===== src/rtl/qpu_meas_pkg.sv =====
// Shared definitions for the measurement-track retire logic:
// qubit count and the retire sequencer state encoding.
package qpu_meas_pkg;

    localparam int QUBIT_NUM = 12;

    typedef enum logic [1:0] {
        ST_IDLE    = 2'd0,
        ST_COLLECT = 2'd1,
        ST_WBCK    = 2'd2,
        ST_ERR     = 2'd3
    } meas_st_e;

endpackage


===== src/rtl/qpu_meas_res_acc.sv =====
// Single-qubit result slot: holds the last returned measurement bit until
// the entry that owns the qubit retires. Instantiated once per qubit.
module qpu_meas_res_acc (
    input  logic clk,
    input  logic rst,
    input  logic set,
    input  logic val,
    input  logic clr,
    output logic res_vld,
    output logic res,
    output logic dup
);

    // A fresh result beats a same-cycle retire clear, so a result for the next
    // entry on this qubit is never lost and is not treated as a duplicate.
    always_ff @(posedge clk or posedge rst) begin
        if (rst) begin
            res_vld <= 1'b0;
            res     <= 1'b0;
        end else if (set) begin
            res_vld <= 1'b1;
            res     <= val;
        end else if (clr) begin
            res_vld <= 1'b0;
        end
    end

    assign dup = set & res_vld & ~clr;

endmodule


===== src/rtl/qpu_exu_meas_retire.sv =====
// Retire sequencer for the EXU measurement FIFO head: gathers per-qubit
// results, issues one qubit-result writeback, then pops the head.
module qpu_exu_meas_retire #(
    parameter int QUBIT_NUM = qpu_meas_pkg::QUBIT_NUM,
    parameter int TMO_W     = 16,
    parameter int TMO_CYC   = 40000
) (
    input  logic                 clk,
    input  logic                 rst,
    input  logic                 mf_head_vld,
    input  logic [QUBIT_NUM-1:0] mf_head_ql,
    input  logic [QUBIT_NUM-1:0] mcu_res_vld,
    input  logic [QUBIT_NUM-1:0] mcu_res_val,
    output logic                 ret_qf_ena,
    output logic                 qwb_vld,
    input  logic                 qwb_rdy,
    output logic [QUBIT_NUM-1:0] qwb_mask,
    output logic [QUBIT_NUM-1:0] qwb_dat,
    input  logic                 err_clr,
    output logic                 err_tmo,
    output logic                 err_dup,
    output logic                 busy
);
    import qpu_meas_pkg::*;

    meas_st_e             st, st_nxt;
    logic [QUBIT_NUM-1:0] pend_r;
    logic [QUBIT_NUM-1:0] res_vld_r;
    logic [QUBIT_NUM-1:0] res_r;
    logic [QUBIT_NUM-1:0] dup_vec;
    logic [QUBIT_NUM-1:0] wb_dat_r;
    logic [TMO_W-1:0]     tmo_cnt;
    logic                 done;

    for (genvar j = 0; j < QUBIT_NUM; j++) begin : g_acc
        qpu_meas_res_acc u_acc (
            .clk     (clk),
            .rst     (rst),
            .set     (mcu_res_vld[j]),
            .val     (mcu_res_val[j]),
            .clr     (ret_qf_ena & pend_r[j]),
            .res_vld (res_vld_r[j]),
            .res     (res_r[j]),
            .dup     (dup_vec[j])
        );
    end

    assign done = ((res_vld_r & pend_r) == pend_r);

    always_comb begin
        st_nxt     = st;
        ret_qf_ena = 1'b0;
        qwb_vld    = 1'b0;
        err_tmo    = 1'b0;
        case (st)
            ST_IDLE: begin
                if (mf_head_vld) st_nxt = ST_COLLECT;
            end
            ST_COLLECT: begin
                if (done)                                   st_nxt = ST_WBCK;
                else if (tmo_cnt == TMO_W'(TMO_CYC - 1))    st_nxt = ST_ERR;
            end
            ST_WBCK: begin
                qwb_vld = 1'b1;
                if (qwb_rdy) begin
                    ret_qf_ena = 1'b1;
                    st_nxt     = ST_IDLE;
                end
            end
            ST_ERR: begin
                err_tmo = 1'b1;
                if (err_clr) begin
                    ret_qf_ena = 1'b1;
                    st_nxt     = ST_IDLE;
                end
            end
            default: st_nxt = ST_IDLE;
        endcase
    end

    // Write data is frozen on entry to WBCK so a late duplicate cannot
    // disturb a request that is already presented.
    always_ff @(posedge clk or posedge rst) begin
        if (rst) begin
            st       <= ST_IDLE;
            pend_r   <= '0;
            tmo_cnt  <= '0;
            wb_dat_r <= '0;
            err_dup  <= 1'b0;
        end else begin
            st      <= st_nxt;
            err_dup <= (err_dup & ~((st == ST_ERR) & err_clr)) | (|dup_vec);
            case (st)
                ST_IDLE: begin
                    if (mf_head_vld) begin
                        pend_r  <= mf_head_ql;
                        tmo_cnt <= '0;
                    end
                end
                ST_COLLECT: begin
                    if (done) wb_dat_r <= res_r & pend_r;
                    else      tmo_cnt  <= tmo_cnt + 1'b1;
                end
                default: ;
            endcase
        end
    end

    assign qwb_mask = qwb_vld ? pend_r   : '0;
    assign qwb_dat  = qwb_vld ? wb_dat_r : '0;
    assign busy     = (st != ST_IDLE);

endmodule


===== config.mk =====
export PLATFORM = sky130hd
export DESIGN_NAME = qpu_exu_meas_retire
export DESIGN_NICKNAME = d
export VERILOG_FILES = /design/src/rtl/qpu_meas_pkg.sv /design/src/rtl/qpu_meas_res_acc.sv /design/src/rtl/qpu_exu_meas_retire.sv
export SDC_FILE = /design/constraint.sdc
export NUM_CORES = 1
export LEC_CHECK = 0
export BUFFER_PORTS_ARGS = -buffer_cell sky130_fd_sc_hd__buf_2
export CAP_MARGIN = 20
export CORE_UTILIZATION = 40
export CTS_BUF_LIST = sky130_fd_sc_hd__clkbuf_16
export DETAILED_ROUTE_END_ITERATION = 10
export PLACE_DENSITY_LB_ADDON = 0.05
export SLEW_MARGIN = 20
export SYNTH_ARGS = -nofsm -noshare
export SYNTH_HDL_FRONTEND = slang
export SYNTH_SLANG_ARGS = --single-unit

===== constraint.sdc =====
create_clock -name clk -period 3.2 [get_ports clk]
set_clock_uncertainty 0.2 [all_clocks]
set_input_delay 0.32 -clock clk [delete_from_list [all_inputs] [get_ports clk]]
set_output_delay 0.32 -clock clk [all_outputs]
set_load 0.1 [all_outputs]

* Word-level counts from Yosys, hierarchy flattened *
Index checks and enable logic that the tools add are counted.

word-level totals
  register bits after elaboration = 67
  bits of input ports = 41
  output and inout bits = 29
  logic and storage cells = 154

cells by class
  $add $sub $neg = 1
  equal/unequal tests = 10
  muxes and demuxes = 40
  bitwise logic cells = 54
  reduce and logical (&&, ||, !) cells = 20

operators with widths
  operator                                             number
  bitwise AND 1 bit                                    38
  2-to-1 mux 16 bit                                    2
  case mux 16 bit (2 select lines)                     1
  2-to-1 mux 1 bit                                     28
  nonzero test 2 bit                                   14
  bitwise AND 12 bit                                   2
  2-to-1 mux 12 bit                                    2
  adder 16 x 1 -> 16 bit, second input constant        1
  equality test 16 bit, second input constant          1
  inverter 1 bit                                       13
  equality test 12 bit                                 1
  OR reduction 12 bit                                  1
  2-to-1 mux 2 bit                                     5
  != test 2 bit, second input constant                 4
  case mux 2 bit (4 select lines)                      1
  equality test 2 bit, second input constant           2
  AND reduction 2 bit                                  2
  AND reduction 4 bit                                  1
  != test 3 bit, second input constant                 1
  AND reduction 3 bit                                  1
  equality test 2 x 1 -> 1 bit, second input constant  1
  zero test 2 bit                                      1
  case mux 1 bit (2 select lines)                      1
  OR 1 bit                                             1

* Depth between registers and ports, before layout *
  word-level depth = 7
  gate-level depth with buffers = 7
  mapped depth without buffers = 6

* Hierarchy *
From an unflattened synthesis, not the netlist that was laid out.

second synthesis, totals
  cells, all modules = 360
  area, all modules = 3533.4 µm²

modules (own cells, without submodules)
  module               instances  cells each  area an instance (µm²)
  qpu_exu_meas_retire  1          276         2467.4
  qpu_meas_res_acc     12         7           88.8

* Worst setup path before layout *
No wires, ideal clock.

  path type = flip-flop to output port
  start point = reg st[0]
  end point = out qwb_mask[0]
  arrival = 2971 ps
  slack = -291 ps
  cell stages (with the launch flop) = 4
  buffers on the path = 1
  cells stage by stage = dfrtp_1 -> clkbuf_1 -> nor2_1 -> and2_1

between the ends
  cells in the longest elaborated chain, start to end = 3

ends and longest elaborated chain
  item                    RTL line                    RTL
  start, declared         qpu_exu_meas_retire.sv:26   meas_st_e st, st_nxt;
  start signal, assigned  qpu_exu_meas_retire.sv:91   st <= st_nxt;
  equality test 2 bit     qpu_exu_meas_retire.sv:55   case (st)
  2-to-1 mux 1 bit        qpu_exu_meas_retire.sv:55
  named net qwb_vld       qpu_exu_meas_retire.sv:15   output logic qwb_vld,
  2-to-1 mux 12 bit       qpu_exu_meas_retire.sv:109  assign qwb_mask = qwb_vld ? pend_r : '0;
  end, declared           qpu_exu_meas_retire.sv:17   output logic [QUBIT_NUM-1:0] qwb_mask,

The timed path passes the listed nets, and every way through them passes these cells.

* Worst setup path after layout *
  start point = reg st[1]
  end point = out qwb_mask[1]

between the ends
  cells in the longest elaborated chain, start to end = 3

ends and longest elaborated chain
  item                 RTL line
  equality test 2 bit  qpu_exu_meas_retire.sv:55
  2-to-1 mux 1 bit     qpu_exu_meas_retire.sv:55
  2-to-1 mux 12 bit    qpu_exu_meas_retire.sv:109

No other way between the ends.

==> out/results.txt <==
DPL Wire Length -> 5.942 mm
dominant synthesized flop cell -> dfrtp_1
worst hold path class -> input port to flop
Initial Utilization -> 0.4153
post-route clock period utilization -> 0.8363
Pwr Total -> 3.691 mW
worst skew pair latency -> 330 ps
Vias -> 2767
Max Freq -> 373.7 MHz
reg2reg setup slack -> 930 ps
clock transition at the registers of the reported paths -> 50 ps
fillers -> 742
crit path DAT -> 2160 ps
Synth Register Bits -> 67
Routed wire per std cell -> 15.79 µm
fin nets -> 467
grt ovf -> 0
TNS Setup -> 0 ps
ANT cells -> 0
Total Routing Usage GR -> 0.2154
pwr/cell area -> 904.7 nW/µm²
YS warnings -> 0
slowest cell delay on critical path -> 560 ps
DRT iter0 DRCs -> 167
Ports -> 70
hold slack -> 5.389 ps
crit path kind -> flop to output pin
Worst Path Max Fanout -> 18
Crit path required time -> 2680 ps
First-pass DRT Iterations -> 4
IR drop worst, VDD -> 0.5417 mV
Tightest Pin Transition -> 735.3 ps
post-layout min period -> 2676 ps
outcome -> finished, final reports clean
RSZ-0062 raised after global routing -> no
Leakage Power -> 1.822 nW
H-tree levels -> 3
initial antenna violation count -> 0
Syn Inst Count -> 343
post-synthesis sequential area ratio -> 0.5198
PostCTS Resize Cnt -> 0
Final Hold Fails -> 0
final wirelength -> 8.370 mm
final setup fails -> 0
Antenna Nets Post-Route -> 0
core area -> 7767 µm²
# port buffers -> 69
# DRC -> 0
asr flop ratio synth -> 1.000
Worst slew margin -> 0.5091
syn_area_per_cell -> 9.404 µm²
TritonCTS clock tree -> yes
die area -> 8427 µm²
share of the synthesized area in the top cell type -> 0.5198
Slew Limit Fails -> 0
number of synthesized flops with an enable pin -> 0
PnR worst setup slack -> 523.8 ps
crit-path cells -> inv_6 > nor2_2 > and2_1 > buf_2
CTS Sinks -> 67
Post-Syn Area -> 3226 µm²
row count -> 32
proportion of layout cells with a drive suffix above 1 -> 0.2500
post-place setup slack -> 888.8 ps
P&R area growth vs syn -> 26.49%
CTS Buf Count -> 9
post-synth top area cell -> dfrtp_1
top post-synthesis cells by area -> dfrtp_1 (52%), nand2_1 (7.7%), mux2_2 (4.5%)
Setup crit end kind -> output pin
max-cap viol count -> 0
clk buf depth -> 2
Startpoint Class -> flop
largest net degree at the start of global routing -> 36
vias in the first global route -> 2655
first-pass GRT wire length -> 13.76 mm
GP Congestion -> 0.7687
end-of-flow core utilization -> 0.5253
Netlist cell types -> 37
die height -> 91.80 µm
Root Buffer -> clkbuf_16
via/cell ratio -> 5.221
Die W -> 91.80 µm
slowest CP cell -> dfrtp_1
synthesized net count -> 385
[state kept, by name (all words and copies together) (netlist names)]
name                 cells
g_acc.u_acc.res_vld     12
tmo_cnt                 16
st                       2
err_dup                  1
g_acc.u_acc.res         12
wb_dat_r                12
pend_r                  12
[layout make-up]
| type | count | area (µm²) | share of cell area |
|---|---|---|---|
| Sequential cell | 67 | 1677 | 0.4109 |
| Multi-Input combinational cell | 240 | 1406 | 0.3447 |
| Timing Repair Buffer | 87 | 518.0 | 0.1270 |
| Clock buffer | 9 | 225.2 | 0.05520 |
| Tap cell | 102 | 127.6 | 0.03128 |
| Inverter | 20 | 80.08 | 0.01963 |
| Clock inverter | 5 | 46.29 | 0.01135 |
[Yosys cell counts, types with 2 or more instances]
| library cell | n |
|---|---|
| a31oi_1 | 7 |
| mux2i_1 | 4 |
| or4_1 | 7 |
| nor4_1 | 2 |
| a21o_1 | 12 |
| or3_1 | 6 |
| nor3_1 | 17 |
| and2_1 | 12 |
| nand3_1 | 17 |
| inv_1 | 19 |
| o21ai_1 | 5 |
| mux2_2 | 13 |
| a21oi_1 | 12 |
| o2111ai_1 | 3 |
| a311oi_1 | 2 |
| buf_2 | 5 |
| nor2_1 | 6 |
| dfrtp_1 | 67 |
| o211ai_1 | 4 |
| clkbuf_1 | 9 |
| o21ai_0 | 14 |
| o31ai_1 | 6 |
| nand2_1 | 66 |
| nand2b_1 | 10 |
| nand4_1 | 6 |
[path summary, 6_finish.rpt]
check                                            start                endpoint  cells past startpoint
worst max-delay path                             st[1]             qwb_mask[1]                      4
worst min-delay path                    mf_head_ql[11]              pend_r[11]                      3
worst max register to register                   st[0]             tmo_cnt[10]                      7
worst min register to register  g_acc[4].u_acc.res_vld  g_acc[4].u_acc.res_vld                      1
max in group asynchronous                          rst  g_acc[0].u_acc.res_vld                      4
min in group asynchronous                          rst               pend_r[2]                      3
[cell families after synthesis]
kind of cell    count (synthesis)  synth area share
buf+inv                        36           0.04771
fa+ha+maj                       1          0.003878
mux                            17           0.05780
compound gates                 68            0.1338
simple gates                  154            0.2370
flops                          67            0.5198
[stage by stage]
stage	cells	instance area, µm²
floorplan	343	3228
global placement	506	3709
detailed placement	506	3709
CTS	530	4080
global route	530	4080
finish	530	4080
[routing by layer]
layer | vias to the layer above | share of wire | GRT usage
met1 | 1321 | 0.50 | 0.3169
met3 | 10 | 0.039 | 0.04975
met5 | - | 0 | 0
met2 | 71 | 0.45 | 0.3189
met4 | 0 | 0.011 | 0.05729
li1 | 1365 | - | -
[worst max-delay path, delay by kind of cell (launching register included)]
family	cells	cell delay (ps)
buf+inv	2	570
flops	1	560
simple gates	2	700
[placed cells by master, fill, tap and decap left out, types with 2 or more instances in the layout]
master         netlist  routed
o2111ai_1            3       3
dfrtp_1             67      67
a21o_1              12      12
o211ai_1             4       4
a311oi_1             2       2
nand3_1             17      17
nor2_1               6       5
nand4_1              6       6
or4_1                7       7
mux2i_1              4       4
a31oi_1              7       7
or3_1                6       6
mux2_2              13      13
nand2_1             66      66
dlygate4sd3_1        0      10
nor4_1               2       2
clkbuf_16            0       9
and2_1              12      12
nand2b_1            10      10
buf_2                5      69
inv_1               19      18
buf_4                0       7
o21ai_0             14      14
o31ai_1              6       6
o21ai_1              5       5
clkinv_1             0       3
nor3_1              17      17
a21oi_1             12      12
[power breakdown]
part / internal [mW] / leakage [nW] / switching, mW
Combinational: 0.351 / 0.874 / 1.18
Clock: 0.584 / 0.134 / 0.345
Sequential: 1.04 / 0.815 / 0.185
Total: 1.98 / 1.82 / 1.71
[repair_timing]
item / 4_1_cts / 5_1_grt
hold endpoints to repair: 41 / 0
setup buffers: 0 / 0
hold buffers: 10 / 0
Note: power is estimated with default switching activity, not from simulation.
